### src/rtl/hc595_pkg.sv
// Shared types and constants for the 74HC595 scan controller.
package hc595_pkg;
    localparam int WORD_W = 16;
    localparam int SEG_W  = 8;

    typedef enum logic [2:0] {
        IDLE,
        LOAD,
        SHIFT_LO,
        SHIFT_HI,
        LATCH_LO,
        LATCH_HI,
        HOLD
    } scan_state_e;

    // Segment byte goes out first, so it lands in the second HC595 of the chain.
    typedef struct packed {
        logic [SEG_W-1:0] seg;
        logic [SEG_W-1:0] sel;
    } hc595_word_t;

    function automatic logic [SEG_W-1:0] blank_byte(input bit active_low);
        return active_low ? {SEG_W{1'b1}} : {SEG_W{1'b0}};
    endfunction
endpackage

### src/rtl/hc595_refresh_timer.sv
// Free-running digit-slot timer with a single-entry pending flag for ticks
// that arrive while a word is still being shifted out.
module hc595_refresh_timer #(
    parameter int REFRESH_CYCLES = 100000
) (
    input  logic clk,
    input  logic rst,
    input  logic take,
    output logic tick,
    output logic pending
);
    localparam int CW = $clog2(REFRESH_CYCLES);

    logic [CW-1:0] cnt;

    assign tick = (cnt == CW'(REFRESH_CYCLES - 1));

    always_ff @(posedge clk) begin
        if (rst) begin
            cnt     <= '0;
            pending <= 1'b0;
        end else begin
            cnt <= tick ? '0 : cnt + 1'b1;
            // Entering LOAD consumes the request; a tick in that same cycle is dropped.
            if (take)
                pending <= 1'b0;
            else if (tick)
                pending <= 1'b1;
        end
    end
endmodule

### src/rtl/hc595_scan_ctrl.sv
// Multiplexed 7-segment scan controller driving two chained 74HC595s:
// one 16-bit word per refresh slot, then a latch pulse, digits round-robin.
module hc595_scan_ctrl
    import hc595_pkg::*;
#(
    parameter int NUM_DIGITS     = 8,
    parameter int CLK_DIV        = 50,
    parameter int REFRESH_CYCLES = 100000,
    parameter bit SEG_ACTIVE_LOW = 1'b1,
    parameter bit DIG_ACTIVE_LOW = 1'b1
) (
    input  logic                    clk,
    input  logic                    rst,
    input  logic [8*NUM_DIGITS-1:0] seg_data,
    input  logic                    blank,
    output logic                    ds,
    output logic                    shcp,
    output logic                    stcp,
    output logic                    busy,
    output logic                    frame_done
);
    localparam int DW    = (NUM_DIGITS > 1) ? $clog2(NUM_DIGITS) : 1;
    localparam int SUB_W = (CLK_DIV > 1) ? $clog2(CLK_DIV) : 1;

    scan_state_e       state, state_n;
    logic [WORD_W-1:0] shreg, shreg_n;
    logic [3:0]        bit_cnt, bit_n;
    logic [SUB_W-1:0]  sub_cnt, sub_n;
    logic [DW-1:0]     digit_idx, idx_n;
    logic              sub_done;
    logic              tick, pending;
    logic [SEG_W-1:0]  seg_cur;
    hc595_word_t       load_word;

    hc595_refresh_timer #(.REFRESH_CYCLES(REFRESH_CYCLES)) u_timer (
        .clk     (clk),
        .rst     (rst),
        .take    (state_n == LOAD),
        .tick    (tick),
        .pending (pending)
    );

    always_comb begin
        seg_cur = '0;
        for (int i = 0; i < NUM_DIGITS; i++)
            if (digit_idx == DW'(i)) seg_cur = seg_data[8*i +: 8];
        load_word.seg = blank ? blank_byte(SEG_ACTIVE_LOW) : seg_cur;
        load_word.sel = DIG_ACTIVE_LOW ? {SEG_W{1'b1}} : {SEG_W{1'b0}};
        for (int i = 0; i < NUM_DIGITS; i++)
            if (digit_idx == DW'(i)) load_word.sel[i] = !DIG_ACTIVE_LOW;
    end

    always_comb begin
        state_n  = state;
        shreg_n  = shreg;
        bit_n    = bit_cnt;
        sub_n    = sub_cnt;
        idx_n    = digit_idx;
        sub_done = (sub_cnt == SUB_W'(CLK_DIV - 1));
        case (state)
            IDLE, HOLD: if (tick || pending) state_n = LOAD;
            LOAD: begin
                shreg_n = load_word;
                bit_n   = '0;
                sub_n   = '0;
                state_n = SHIFT_LO;
            end
            SHIFT_LO: begin
                sub_n = sub_done ? '0 : sub_cnt + 1'b1;
                if (sub_done) state_n = SHIFT_HI;
            end
            SHIFT_HI: begin
                sub_n = sub_done ? '0 : sub_cnt + 1'b1;
                if (sub_done) begin
                    shreg_n = shreg << 1;
                    if (bit_cnt == 4'd15) begin
                        state_n = LATCH_LO;
                    end else begin
                        bit_n   = bit_cnt + 1'b1;
                        state_n = SHIFT_LO;
                    end
                end
            end
            LATCH_LO: begin
                sub_n = sub_done ? '0 : sub_cnt + 1'b1;
                if (sub_done) state_n = LATCH_HI;
            end
            LATCH_HI: begin
                sub_n = sub_done ? '0 : sub_cnt + 1'b1;
                if (sub_done) begin
                    state_n = HOLD;
                    idx_n   = (digit_idx == DW'(NUM_DIGITS - 1)) ? '0 : digit_idx + 1'b1;
                end
            end
            default: state_n = IDLE;
        endcase
    end

    // Pins are registered from the next-state view so they line up with the state register.
    always_ff @(posedge clk) begin
        if (rst) begin
            state      <= IDLE;
            shreg      <= '0;
            bit_cnt    <= '0;
            sub_cnt    <= '0;
            digit_idx  <= '0;
            ds         <= 1'b0;
            shcp       <= 1'b0;
            stcp       <= 1'b0;
            busy       <= 1'b0;
            frame_done <= 1'b0;
        end else begin
            state      <= state_n;
            shreg      <= shreg_n;
            bit_cnt    <= bit_n;
            sub_cnt    <= sub_n;
            digit_idx  <= idx_n;
            ds         <= (state_n == SHIFT_LO || state_n == SHIFT_HI) ? shreg_n[WORD_W-1] : 1'b0;
            shcp       <= (state_n == SHIFT_HI);
            stcp       <= (state_n == LATCH_HI);
            busy       <= (state_n != IDLE) && (state_n != HOLD);
            frame_done <= (state == LATCH_HI) && sub_done && (digit_idx == DW'(NUM_DIGITS - 1));
        end
    end
endmodule
### config.mk
export PLATFORM = sky130hd
export DESIGN_NAME = hc595_scan_ctrl
export DESIGN_NICKNAME = d
export VERILOG_FILES = /design/src/rtl/hc595_pkg.sv /design/src/rtl/hc595_refresh_timer.sv /design/src/rtl/hc595_scan_ctrl.sv
export SDC_FILE = /design/constraint.sdc
export NUM_CORES = 1
export LEC_CHECK = 0
export CAP_MARGIN = 30
export CORE_AREA = 8 8 116 118
export DETAILED_ROUTE_END_ITERATION = 10
export DIE_AREA = 0 0 124 126
export PLACE_DENSITY_LB_ADDON = 0.08
export SLEW_MARGIN = 40
export SYNTH_ARGS = -nofsm -noshare
export SYNTH_HDL_FRONTEND = slang
export SYNTH_HIERARCHICAL = 1
export SYNTH_SLANG_ARGS = --single-unit
### constraint.sdc
create_clock -name clk -period 2.6 [get_ports clk]
set_input_delay 0.52 -clock clk [delete_from_list [all_inputs] [get_ports clk]]
set_output_delay 0.52 -clock clk [all_outputs]
set_load 0.005 [all_outputs]
==> impl_metrics.csv <==
group,metric,value,unit
setup_path,crit_path_start_kind,"flop",
grt,grt_max_degree,25,
cts,clkLatencyLatePin,0.30,ns
cts,cts_buffer_depth,2,
routing,first_pass_iters,4,
timing,timing.max_slew.rel_slack,0.567,
synth,avg_inst_size_synth,7.99,sq um
place,dp.final_hpwl,7770,microns
timing,fin_worst_skew,0.00872,ns
cts,clock_buffer_count_from_cts,5,
cts,holdBufCountCts,0,
power,p_clk_frac,0.291,
power,power_report.internal_total,0.00163,W
grt,grt_use_total,0.133,
power,pwr_cell_area,540,nW/um^2
synth,synth-warning-count,6,
cts,clk_root_buffer_cell,"sky130_fd_sc_hd__clkbuf_16",
synth,yosys_register_bits,55,
timing,fin_crit,2.33,ns
synth,synth_cell_types,60,
worst_hold_path,worst_hold_startpoint,"shreg[1]",
synth,postSynthCellCount,423,
floorplan,die_height,126,microns
place,place_ws,0.276,ns
final_layout,share_of_layout_cells_above_drive_strength_1,0.0892,
cts,cts_num_sinks,55,
worst_hold_path,min_path_type,"flop to flop",
power,power.sequential.fraction,0.422,
job,max_cap_viol_count,0,
outcome,status,"completed",
place,placed_cells_incl_taps,632,
synth,ys_seq_area_frac,0.326,
grt,grt_pass1_wl,16900,microns
grt,grt_antenna_before_repair,0,
floorplan,core_area,11700,sq um
place,place.gp.congestion,0.759,
power,total_power,0.00239,W
setup_path,worst_path_max_delay_cell,"sky130_fd_sc_hd__dfxtp_1",
setup_path,timing.critical_path.required,2.79,ns
setup_path,critPathMaxFanout,6,
grt,global_route.overflow_total,0,
setup_path,timing.rr.start,"u_timer/cnt[12]",
timing,hold_violations,0,
routing,drt-wirelength-per-cell,16.0,microns
final_layout,antenna_cells_inserted,0,
setup_path,cp_cell_sequence,"nor4b_1, nand3b_1, nor4_1, buf_4, nor2_1, a41oi_1, o21ai_1, nor3b_1, nor2_1, o21a_1",
synth,mappedNetlistNets,501,
synth,synthesis.area,3380,sq um
final_layout,layoutNonFillerInstCount,640,
place,port-buffer-count,71,
grt,first_global_vias,3331,
timing,final_min_period_over_clock_period,0.897,
timing,final_number_of_max_transition_violations,0,
setup_path,timing.critical_path.from,"u_timer/cnt[12]",
setup_path,critical_path.max_stage_delay,0.37,ns
setup_path,timing_worst_setup_path_type,"flop to flop",
floorplan,placement_rows,40,
floorplan,design.die.area,15600,sq um
setup_path,critPathTopFamily,"simple AND/OR/NAND/NOR gates",
timing,finalSetupViolCount,0,
power,power.share.combinational,0.286,
floorplan,starting_density_of_the_core,0.289,
final_layout,number_of_nets_at_the_end_of_the_flow,570,
floorplan,io_pins,72,
setup_path,timing.critical_path.to_type,"flop",
timing,fmax,429,MHz
timing,rsz0062_at_grt,"false",
setup_path,arrival,2.53,ns
timing,fin_ws,0.267,ns
floorplan,die-width,124,microns
routing,routed_wirelength,10300,microns
cts,postCtsSetupRepairBufs,0,
power,p_leak,1.56,nW
routing,antenna_left,0,
routing,via_count,3371,
power,irDropWorstVdd,0.000344,V
setup_path,worst-path-buf-inv,1,
routing,drcViolationCount,0,
timing,tns,0,ns
cts,cts_max_level,2,
synth,synth_flop_cell,"sky130_fd_sc_hd__dfxtp_1",
timing,least_margin_pin_slew,0.649,ns
routing,starting_drc_count_in_detailed_routing,231,
power,switching_share,0.316,
cts,tritoncts_clock_tree,"done",
cts,clkSlewWorstSetupHoldPaths,0.08,ns
power,switchingPower,0.000754,W
synth,number_of_synthesized_flops_with_an_enable_pin,0,
cts,ctsResizeCount,0,
setup_path,crit_top_cell,"sky130_fd_sc_hd__nor2_1",
synth,postSynth.asyncResetShare,0,
routing,avgViaCountPerCell,5.27,
final_layout,area_growth,30.7,%
metal layers:
| layer | up-vias | wire [microns] | track usage |
|---|---|---|---|
| met5 | - | 0 | 0 |
| met4 | 0 | 100 | 0.0322 |
| met3 | 7 | 500 | 0.0357 |
| met2 | 61 | 4800 | 0.213 |
| met1 | 1607 | 4850 | 0.172 |
| li1 | 1696 | - | - |
area by class of cell:
cell class,instances,area (sq um)
tap,147,184
clock buffer,5,125
inverter,20,75.1
clock inverter,3,23.8
timing repair buffer,90,853
multi-input combinational,320,2060
sequential,55,1100
fill,1227,7290
tightest hold or removal path, stage by stage (launching register included):
cell and delay (ns):
sky130_fd_sc_hd__dfxtp_1 0.31, sky130_fd_sc_hd__nand2_1 0.05, sky130_fd_sc_hd__a21oi_1 0.05
path summary, 6_finish.rpt:
| kind | end | slack (ns) | cells after the start |
|---|---|---|---|
| worst max-delay path | u_timer/pending | 0.27 | 10 |
| worst min register to register | shreg[1] | 0.46 | 2 |
| worst max register to register | u_timer/pending | 0.27 | 10 |
| worst min-delay path | shreg[1] | 0.46 | 2 |
synthesized netlist by cell type, types with 6 or more instances:
master                     count  area share
sky130_fd_sc_hd__a21oi_1      39       0.058
sky130_fd_sc_hd__a221o_1      11       0.033
sky130_fd_sc_hd__o221ai_1      8       0.021
sky130_fd_sc_hd__xnor2_1      14       0.036
sky130_fd_sc_hd__dfxtp_1      55        0.33
sky130_fd_sc_hd__nand3b_1     13       0.029
sky130_fd_sc_hd__inv_1        20       0.022
sky130_fd_sc_hd__buf_2         7       0.010
sky130_fd_sc_hd__nor3_1       12       0.018
sky130_fd_sc_hd__a31oi_1      11       0.020
sky130_fd_sc_hd__nand3_1       9       0.013
sky130_fd_sc_hd__or3_1         7       0.013
sky130_fd_sc_hd__a221oi_1     13       0.034
sky130_fd_sc_hd__nor2_1       59       0.066
sky130_fd_sc_hd__clkbuf_1     15       0.017
sky130_fd_sc_hd__nand2_1      34       0.038
sky130_fd_sc_hd__nand4_1       6       0.011
sky130_fd_sc_hd__ha_1         11       0.041
metrics by stage:
stage | hold slack, ns | util | instance area (sq um)
2_1_floorplan | 0.436 | - | 3380
3_3_place_gp | 0.445 | 0.365 | 4270
3_5_place_dp | 0.446 | 0.365 | 4270
4_1_cts | 0.456 | 0.377 | 4420
5_1_grt | 0.472 | 0.377 | 4420
6_report | 0.459 | 0.377 | 4420
sequential cells by signal, indices dropped and copies added (netlist names):
signal	flops
u_timer/pending	1
u_timer/cnt	17
state	3
sub_cnt	6
shreg	16
digit_idx	3
busy	1
frame_done	1
ds	1
stcp	1
shcp	1
bit_cnt	4
power groups by stage:
stage | Clock (W) | Sequential, W | Combinational (W)
global placement | 0 | 0.00103 | 0.000683
floorplan | 0 | 0.000994 | 0.000449
global route | 0.000751 | 0.00102 | 0.000764
finish | 0.000695 | 0.00101 | 0.000684
CTS | 0.000717 | 0.00101 | 0.000687
detailed placement | 0 | 0.00103 | 0.000683
placed cells by master, fill, tap and decap left out, types with 2 or more instances in the layout:
cell type	Yosys	layout
sky130_fd_sc_hd__a21oi_2	2	2
sky130_fd_sc_hd__nand3b_1	13	13
sky130_fd_sc_hd__and3_1	5	5
sky130_fd_sc_hd__a221o_1	11	11
sky130_fd_sc_hd__nor2_1	59	59
sky130_fd_sc_hd__o21ai_0	4	4
sky130_fd_sc_hd__a22oi_1	2	2
sky130_fd_sc_hd__a221oi_1	13	13
sky130_fd_sc_hd__or3_1	7	7
sky130_fd_sc_hd__ha_1	11	11
sky130_fd_sc_hd__nor3_1	12	12
sky130_fd_sc_hd__a311oi_1	4	4
sky130_fd_sc_hd__xnor2_1	14	14
sky130_fd_sc_hd__and2_1	2	2
sky130_fd_sc_hd__a211oi_1	2	2
sky130_fd_sc_hd__nand4_1	6	6
sky130_fd_sc_hd__xor2_1	3	3
sky130_fd_sc_hd__nor4_1	5	5
sky130_fd_sc_hd__buf_4	2	19
sky130_fd_sc_hd__a31oi_1	11	11
sky130_fd_sc_hd__or2_2	3	3
sky130_fd_sc_hd__o31ai_1	3	3
sky130_fd_sc_hd__o221ai_1	8	8
sky130_fd_sc_hd__inv_1	20	20
sky130_fd_sc_hd__dfxtp_1	55	55
sky130_fd_sc_hd__nor3b_1	4	4
sky130_fd_sc_hd__nand2_1	34	34
sky130_fd_sc_hd__nand3_2	3	3
sky130_fd_sc_hd__clkdlybuf4s50_1	0	71
sky130_fd_sc_hd__nand3_1	9	9
sky130_fd_sc_hd__clkbuf_16	0	5
sky130_fd_sc_hd__a222oi_1	2	2
sky130_fd_sc_hd__nor2b_1	5	5
sky130_fd_sc_hd__nor4b_1	2	2
sky130_fd_sc_hd__a21oi_1	39	39
kinds of logic after synthesis:
kind of cell    Yosys count  share of synthesized area
compound gates          111                      0.238
xor+xnor                 17                     0.0440
fa+ha+maj                11                     0.0407
buf+inv                  48                     0.0659
flops                    55                      0.326
mux                       2                    0.00629
simple gates            179                      0.279
Note: power is estimated with default switching activity, not from simulation.
